--- src/rtl/hp_filter_sequencer_pkg.sv ---
// Shared types and widths for the high-pass filter channel sequencer.
package hp_filter_sequencer_pkg;

    localparam int SAMPLE_W = 16;
    localparam int CHNUM_W  = 8;
    localparam int FCNT_W   = 16;

    localparam logic [SAMPLE_W-1:0] COEFF_RST = 16'd3000;

    typedef enum logic [1:0] {
        IDLE,
        SYNC,
        RUN,
        DRAIN
    } seq_state_t;

endpackage

--- src/rtl/hp_filter_sequencer_chan_counter.sv ---
// Modulo-NUM_CH channel counter with optional load-then-advance and a wrap pulse.
module hp_seq_chan_counter
    import hp_filter_sequencer_pkg::*;
#(
    parameter int unsigned NUM_CH = 160
) (
    input  logic               clk,
    input  logic               reset,
    input  logic               clear,
    input  logic               load,
    input  logic [CHNUM_W-1:0] load_val,
    input  logic               inc,
    output logic [CHNUM_W-1:0] count,
    output logic               wrap
);

    localparam logic [CHNUM_W-1:0] LAST = CHNUM_W'(NUM_CH - 1);

    logic [CHNUM_W-1:0] base;
    logic [CHNUM_W-1:0] count_next;

    // A load replaces the current value before the increment, so a resync
    // lands on load_val+1 in a single cycle.
    always_comb begin
        base       = load ? load_val : count;
        count_next = base;
        wrap       = 1'b0;
        if (inc) begin
            if (base >= LAST) begin
                count_next = '0;
                wrap       = 1'b1;
            end else begin
                count_next = base + 1'b1;
            end
        end
    end

    always_ff @(posedge clk) begin
        if (reset || clear) begin
            count <= '0;
        end else begin
            count <= count_next;
        end
    end

endmodule

--- src/rtl/hp_filter_sequencer.sv ---
// Feeds framed samples to a shared filter one channel at a time, tags them,
// distributes the coefficient and checks the filter's output ordering.
module hp_filter_sequencer
    import hp_filter_sequencer_pkg::*;
#(
    parameter int unsigned         NUM_CH    = 160,
    parameter logic [SAMPLE_W-1:0] COEFF_RST = hp_filter_sequencer_pkg::COEFF_RST
) (
    input  logic                clk,
    input  logic                reset,
    input  logic                enable,
    input  logic                err_clear,
    input  logic [SAMPLE_W-1:0] src_sample,
    input  logic                src_valid,
    input  logic                src_sof,
    output logic                src_ready,
    input  logic [SAMPLE_W-1:0] coeff_in,
    input  logic                coeff_wr,
    output logic [SAMPLE_W-1:0] chan_in_sample,
    output logic [CHNUM_W-1:0]  chan_in_num,
    output logic                chan_in_valid,
    input  logic                chan_in_read,
    output logic [SAMPLE_W-1:0] coeff,
    input  logic                chan_out_valid,
    input  logic [CHNUM_W-1:0]  chan_out_num,
    output logic                chan_out_read,
    output logic                frame_done,
    output logic [FCNT_W-1:0]   frame_count,
    output logic [1:0]          seq_error,
    output logic                busy
);

    seq_state_t          state, state_next;
    logic [SAMPLE_W-1:0] coeff_shadow;
    logic                src_accept;
    logic                take;
    logic                in_xfer;
    logic                out_xfer;
    logic                out_mismatch;
    logic                ctr_clear;
    logic [CHNUM_W-1:0]  in_count;
    logic [CHNUM_W-1:0]  exp_count;
    logic [CHNUM_W-1:0]  tag;
    logic                in_wrap;
    logic                exp_wrap_unused;
    logic [1:0]          new_err;

    // In SYNC every offered sample is consumed, but only a SOF sample is kept.
    always_comb begin
        src_ready     = ((state == RUN) || (state == SYNC)) && (!chan_in_valid || chan_in_read);
        src_accept    = src_valid && src_ready;
        take          = src_accept && ((state == RUN) || src_sof);
        in_xfer       = chan_in_valid && chan_in_read;
        chan_out_read = (state != IDLE);
        busy          = (state != IDLE);
        out_xfer      = chan_out_valid && chan_out_read;
        out_mismatch  = out_xfer && (chan_out_num != exp_count);
        tag           = src_sof ? '0 : in_count;
        new_err[0]    = take && ((src_sof && (in_count != '0))
                               || (!src_sof && (in_count == '0) && (state == RUN)));
        new_err[1]    = out_mismatch;
    end

    always_comb begin
        state_next = state;
        case (state)
            IDLE:    if (enable) state_next = SYNC;
            SYNC: begin
                if (take)         state_next = RUN;
                else if (!enable) state_next = IDLE;
            end
            RUN:     if (!enable) state_next = DRAIN;
            DRAIN:   if (!chan_in_valid || chan_in_read) state_next = IDLE;
            default: state_next = IDLE;
        endcase
        ctr_clear = (state_next == IDLE);
    end

    always_ff @(posedge clk) begin
        if (reset) state <= IDLE;
        else       state <= state_next;
    end

    hp_seq_chan_counter #(.NUM_CH(NUM_CH)) u_in_counter (
        .clk      (clk),
        .reset    (reset),
        .clear    (ctr_clear),
        .load     (take && src_sof),
        .load_val ('0),
        .inc      (take),
        .count    (in_count),
        .wrap     (in_wrap)
    );

    hp_seq_chan_counter #(.NUM_CH(NUM_CH)) u_exp_counter (
        .clk      (clk),
        .reset    (reset),
        .clear    (ctr_clear),
        .load     (out_mismatch),
        .load_val (chan_out_num),
        .inc      (out_xfer),
        .count    (exp_count),
        .wrap     (exp_wrap_unused)
    );

    always_ff @(posedge clk) begin
        if (reset) begin
            chan_in_valid  <= 1'b0;
            chan_in_sample <= '0;
            chan_in_num    <= '0;
        end else if (take) begin
            chan_in_valid  <= 1'b1;
            chan_in_sample <= src_sample;
            chan_in_num    <= tag;
        end else if (in_xfer) begin
            chan_in_valid  <= 1'b0;
        end
    end

    always_ff @(posedge clk) begin
        if (reset) begin
            frame_done  <= 1'b0;
            frame_count <= '0;
            seq_error   <= '0;
        end else begin
            frame_done <= in_wrap;
            if (in_wrap) frame_count <= frame_count + 1'b1;
            seq_error <= (err_clear ? 2'b00 : seq_error) | new_err;
        end
    end

    // Coefficient changes only at a frame boundary so a frame is filtered
    // with one coefficient; a write in the boundary cycle takes effect at once.
    always_ff @(posedge clk) begin
        if (reset) begin
            coeff_shadow <= COEFF_RST;
            coeff        <= COEFF_RST;
        end else begin
            if (coeff_wr) coeff_shadow <= coeff_in;
            if ((state == IDLE) || (take && (tag == '0)))
                coeff <= coeff_wr ? coeff_in : coeff_shadow;
        end
    end

endmodule

--- config.mk ---
export PLATFORM = sky130hd
export DESIGN_NAME = hp_filter_sequencer
export DESIGN_NICKNAME = d
export VERILOG_FILES = /design/src/rtl/hp_filter_sequencer_pkg.sv /design/src/rtl/hp_filter_sequencer_chan_counter.sv /design/src/rtl/hp_filter_sequencer.sv
export SDC_FILE = /design/constraint.sdc
export NUM_CORES = 1
export LEC_CHECK = 0
export CAP_MARGIN = 20
export CORE_MARGIN = 3
export CORE_UTILIZATION = 44
export DETAILED_ROUTE_END_ITERATION = 7
export GPL_TIMING_DRIVEN = 1
export PLACE_DENSITY = 0.76
export SLEW_MARGIN = 40
export SYNTH_ARGS = -nofsm -noshare
export SYNTH_HDL_FRONTEND = slang
export SYNTH_SLANG_ARGS = --single-unit
--- constraint.sdc ---
create_clock -name clk -period 3.1 [get_ports clk]
set_clock_uncertainty 0.15 [all_clocks]
set_input_delay 0.465 -clock clk [delete_from_list [all_inputs] [get_ports clk]]
set_output_delay 0.465 -clock clk [all_outputs]
set_load 0.01 [all_outputs]
==> metrics.md <==
| Metric | Value |
|---|---|
| Count of H-tree levels built during CTS | `3` |
| Max clock buf depth | `2` |
| Grt total ovfl | `0` |
| Violation count after the first detailed-routing iteration | `211` |
| Post-layout instance count excluding filler cells | `approximately 740` |
| Most area-hungry cell type in the Yosys netlist | `sky130_fd_sc_hd__dfxtp_1` |
| Count of maximum capacitance violations | `0` |
| Final GP Congestion | `0.908` |
| Required time at the endpoint of the critical path | `3.22 ns` |
| Max-slew violation total from the final report | `0` |
| # hold bufs at CTS | `0` |
| Instance count on the critical path | `11` |
| Initial Utilization | `0.456` |
| Final Hold Vio Count | `0` |
| Setup violators final | `0` |
| FMAX | `341 MHz` |
| Cell Area, Placed | `5600 um2` |
| Average routed wire per standard cell | `14.4 um` |
| Power density over the cells | `595 nW/um2` |
| Slew HR | `0.506` |
| DIE HEIGHT | `approximately 100 um` |
| Share of the clock period used by the worst path after layout | `0.946` |
| Final instance area | `about 5800 um2` |
| Floorplan die area | `~11000 um2` |
| Most used flip-flop cell after synthesis | `sky130_fd_sc_hd__dfxtp_1` |
| First-pass GRT wire length | `18100 um` |
| Worst hold-check path type | `input port to flip-flop` |
| Clock root cell | `sky130_fd_sc_hd__clkbuf_8` |
| Signal arrival time at the worst endpoint | `3.05 ns` |
| Count of antenna diodes in the layout | `0` |
| Share of post-route cells with drive strength above 1 | `0.114` |
| Number of nets in the layout | `664` |
| Run status | `complete, no violations` |
| Sort of element at the start of the critical path | `input port` |
| Post CTS Setup Buffer Count | `0` |
| Most used standard cells in the synthesized netlist | `sky130_fd_sc_hd__dfxtp_1 (94), sky130_fd_sc_hd__nand2_1 (65), sky130_fd_sc_hd__nor2_1 (47), sky130_fd_sc_hd__a21oi_1 (41), sky130_fd_sc_hd__xnor2_1 (24)` |
| Terminus of the critical flop-to-flop path | `u_exp_counter.count[4]` |
| Synth top area share | `0.443` |
| CP max stage delay | `0.53 ns` |
| Sum Neg Setup Slack | `0 ns` |
| Setup WS post-layout | `around 0.17 ns` |
| CP Capture Type | `flip-flop` |
| Number of storage elements in the synthesis netlist | `94` |
| Count of buffer and inverter cells on the critical path | `1` |
| Number of nets with antenna violations after routing | `0` |
| Setup Crit Path Kind | `input port to flip-flop` |
| Switch Pwr | `0.00117 W` |
| Clock sink total | `94` |
| Transition time at the pin with the least slew margin | `0.742 ns` |
| Via count of the first global-routing pass | `3831` |
| Endpoint of the worst setup timing path | `u_exp_counter.count[0]` |
| Core box area | `~9300 um2` |
| Port bufs | `111` |
| Vias | `3946` |
| Number of cell instances on the worst register-to-register path | `11` |
| Setup repair after global routing missed its margin | `false` |
| Post-Syn Area per Cell | `about 8.7 um2` |
| Worst VDD drop | `0.419 mV` |
| Share of total power in sequential cells | `0.415` |
| Pin count of the biggest net entering global routing | `78` |
| Post-place setup slack | `-0.301 ns` |
| Post-detailed-routing wire length | `between 10000 and 15000 um` |
| Per-cell via count in the routed design | `5.31` |
| Skew-Pair Late Insertion Delay | `0.36 ns` |
| Number of optimization iterations in the first detailed-route pass | `4` |
| Total number of placement rows | `35` |
| Detailed-route DRC error count | `0` |
| Crit path max-delay cell type | `sky130_fd_sc_hd__clkdlybuf4s50_1` |
| Worst reg2reg startpoint | `state[1]` |
| Post-synthesis to final-layout area growth | `36.7%` |
| Number of nets in the synthesized netlist | `544` |
| CTS clock-pin slew for the worst setup and hold paths | `0.10 ns` |
| Portion of total power attributed to the clock network | `0.250` |
| Post-synthesis cell type count | `47` |
| Initial antenna violation count | `0` |
| Proportion of power drawn by combinational gates | `0.335` |
| Dominant delay contributor by cell family on the critical path | `simple AND/OR/NAND/NOR gates` |
| Sequential share of the synthesized area | `0.443` |
| Synthesized instance count | `489` |
| Series of cell instances along the critical path | `clkdlybuf4s50_1 -> xnor2_1 -> nand4_1 -> o21ai_1 -> mux2_2 -> ha_1 -> nand4_1 -> nand2_1 -> nand2_1 -> or3b_2 -> a311oi_1` |
| Count of flip-flops with a built-in enable after synthesis | `0` |
| Number of instances on the worst hold path | `2` |
| Post-cts sizing count | `0` |
| Critical Path Source | `chan_out_num[1]` |
| Top cells by area, synth | `sky130_fd_sc_hd__dfxtp_1 (44%), sky130_fd_sc_hd__nand2_1 (5.7%), sky130_fd_sc_hd__xnor2_1 (4.9%)` |
| X dimension of the die | `approximately 100 um` |
| Cell area after synthesis | `4250 um2` |
| Placed cell count | `727` |
| Maximum fanout count along the critical path | `3` |
| Static leakage power | `2.08 nW` |
| Clock period minus final worst setup slack | `slightly below 3 ns` |
| Switching Share | `0.337` |
| Post-DP HPWL | `about 7800 um` |
| TritonCTS clock tree | `built` |
| Async S/R FF share, synth | `0` |
| Yosys warning total | `0` |
| Overall Global Routing Usage | `0.198` |
| Num ports | `112` |
| Clock buffers created by TritonCTS | `9` |
| Setup slack of the worst register-to-register path | `approximately 0.19 ns` |
| Internal cell power | `0.00229 W` |
| Most used standard cell by instance count after synthesis | `sky130_fd_sc_hd__dfxtp_1` |
metal layers:
metal / vias to the layer above / routed length, um / GRT usage
met5: - / 0 / 0
met4: 0 / 318 / 0.0779
met3: 24 / 505 / 0.0379
met2: 118 / 5220 / 0.335
met1: 1866 / 4680 / 0.249
li1: 1938 / - / -
worst min path at each step:
stage,end,from
floorplan,coeff_shadow[0],coeff_shadow[0]
global placement,chan_in_num[1],chan_in_num[1]
detailed placement,chan_in_num[0],chan_in_num[0]
CTS,state[0],reset
global route,state[0],reset
finish,state[0],reset
metrics by stage:
step                      power, W  hold WS (ns)  utilization
final                      0.00346         0.178        0.623
after global placement     0.00260         0.291        0.601
after detailed placement   0.00262         0.294        0.601
after floorplan            0.00212         0.306            -
after CTS                  0.00348         0.175        0.623
after global routing       0.00365         0.186        0.623
power by group through the flow:
| stage | Combinational, W | Clock (W) | Sequential [W] |
|---|---|---|---|
| final | 0.00116 | 0.000865 | 0.00143 |
| after global routing | 0.00127 | 0.000929 | 0.00145 |
| after CTS | 0.00117 | 0.000881 | 0.00143 |
| after detailed placement | 0.00116 | 0 | 0.00146 |
| after global placement | 0.00114 | 0 | 0.00145 |
| after floorplan | 0.000628 | 0 | 0.00149 |
state kept, by name, indices dropped and copies added, names as in the netlist, 8 cells and up:
register             count
chan_in_sample          16
coeff                   16
coeff_shadow            16
frame_count             16
chan_in_num              8
u_exp_counter.count      8
u_in_counter.count       8
kinds of logic (layout without fill, tap and decap cells):
family                   Yosys count  after routing  share of synthesized area
AO/OA/AOI/OAI                     80             80                      0.120
XOR/XNOR                          27             27                     0.0556
adder cells (fa/ha/maj)            6              6                     0.0177
buffers and inverters             39            164                     0.0389
flip-flops                        94             94                      0.443
multiplexers                      30             30                     0.0736
AND/OR/NAND/NOR                  213            213                      0.252
cells in the final DEF (no fill, tap or decap), types with 2 or more instances in the layout:
| master | instances |
|---|---|
| sky130_fd_sc_hd__a31oi_1 | 2 |
| sky130_fd_sc_hd__ha_1 | 6 |
| sky130_fd_sc_hd__clkbuf_8 | 9 |
| sky130_fd_sc_hd__or2_2 | 7 |
| sky130_fd_sc_hd__or3_1 | 7 |
| sky130_fd_sc_hd__mux2i_1 | 20 |
| sky130_fd_sc_hd__xor2_1 | 3 |
| sky130_fd_sc_hd__and4_1 | 3 |
| sky130_fd_sc_hd__buf_4 | 28 |
| sky130_fd_sc_hd__and2_1 | 5 |
| sky130_fd_sc_hd__inv_6 | 4 |
| sky130_fd_sc_hd__nand3b_1 | 7 |
| sky130_fd_sc_hd__nor4b_1 | 2 |
| sky130_fd_sc_hd__nor3_1 | 15 |
| sky130_fd_sc_hd__a211oi_1 | 11 |
| sky130_fd_sc_hd__a2bb2oi_1 | 3 |
| sky130_fd_sc_hd__nand2_1 | 65 |
| sky130_fd_sc_hd__dfxtp_1 | 94 |
| sky130_fd_sc_hd__nor4_1 | 8 |
| sky130_fd_sc_hd__a2111oi_1 | 3 |
| sky130_fd_sc_hd__nand4b_1 | 3 |
| sky130_fd_sc_hd__o31ai_1 | 2 |
| sky130_fd_sc_hd__xnor2_1 | 24 |
| sky130_fd_sc_hd__a21oi_1 | 41 |
| sky130_fd_sc_hd__inv_1 | 9 |
| sky130_fd_sc_hd__mux2_2 | 10 |
| sky130_fd_sc_hd__nor3b_1 | 2 |
| sky130_fd_sc_hd__nand2b_1 | 11 |
| sky130_fd_sc_hd__a311oi_1 | 2 |
| sky130_fd_sc_hd__nand4_1 | 9 |
| sky130_fd_sc_hd__nand3_1 | 8 |
| sky130_fd_sc_hd__clkdlybuf4s50_1 | 110 |
| sky130_fd_sc_hd__o21ai_0 | 7 |
| sky130_fd_sc_hd__a221oi_1 | 2 |
| sky130_fd_sc_hd__nor2_1 | 46 |
| sky130_fd_sc_hd__nor2b_1 | 8 |
worst register-to-register path: cells and delay by family, from the launching register on:
| kind | cells | cell delay [ns] |
|---|---|---|
| multiplexers | 1 | 0.26 |
| AO/OA/AOI/OAI | 2 | 0.54 |
| AND/OR/NAND/NOR | 3 | 0.64 |
| buffers and inverters | 2 | 0.24 |
| adder cells (fa/ha/maj) | 2 | 0.38 |
| XOR/XNOR | 1 | 0.16 |
| flip-flops | 1 | 0.43 |
area by class of cell:
type	count	area, um2
fill	823	3520
multi-input combinational	356	2210
sequential	94	1880
timing repair buffer	139	1320
tap	129	161
clock buffer	9	124
clock inverter	7	83.8
inverter	9	33.8
Note: power is estimated with default switching activity, not from simulation.
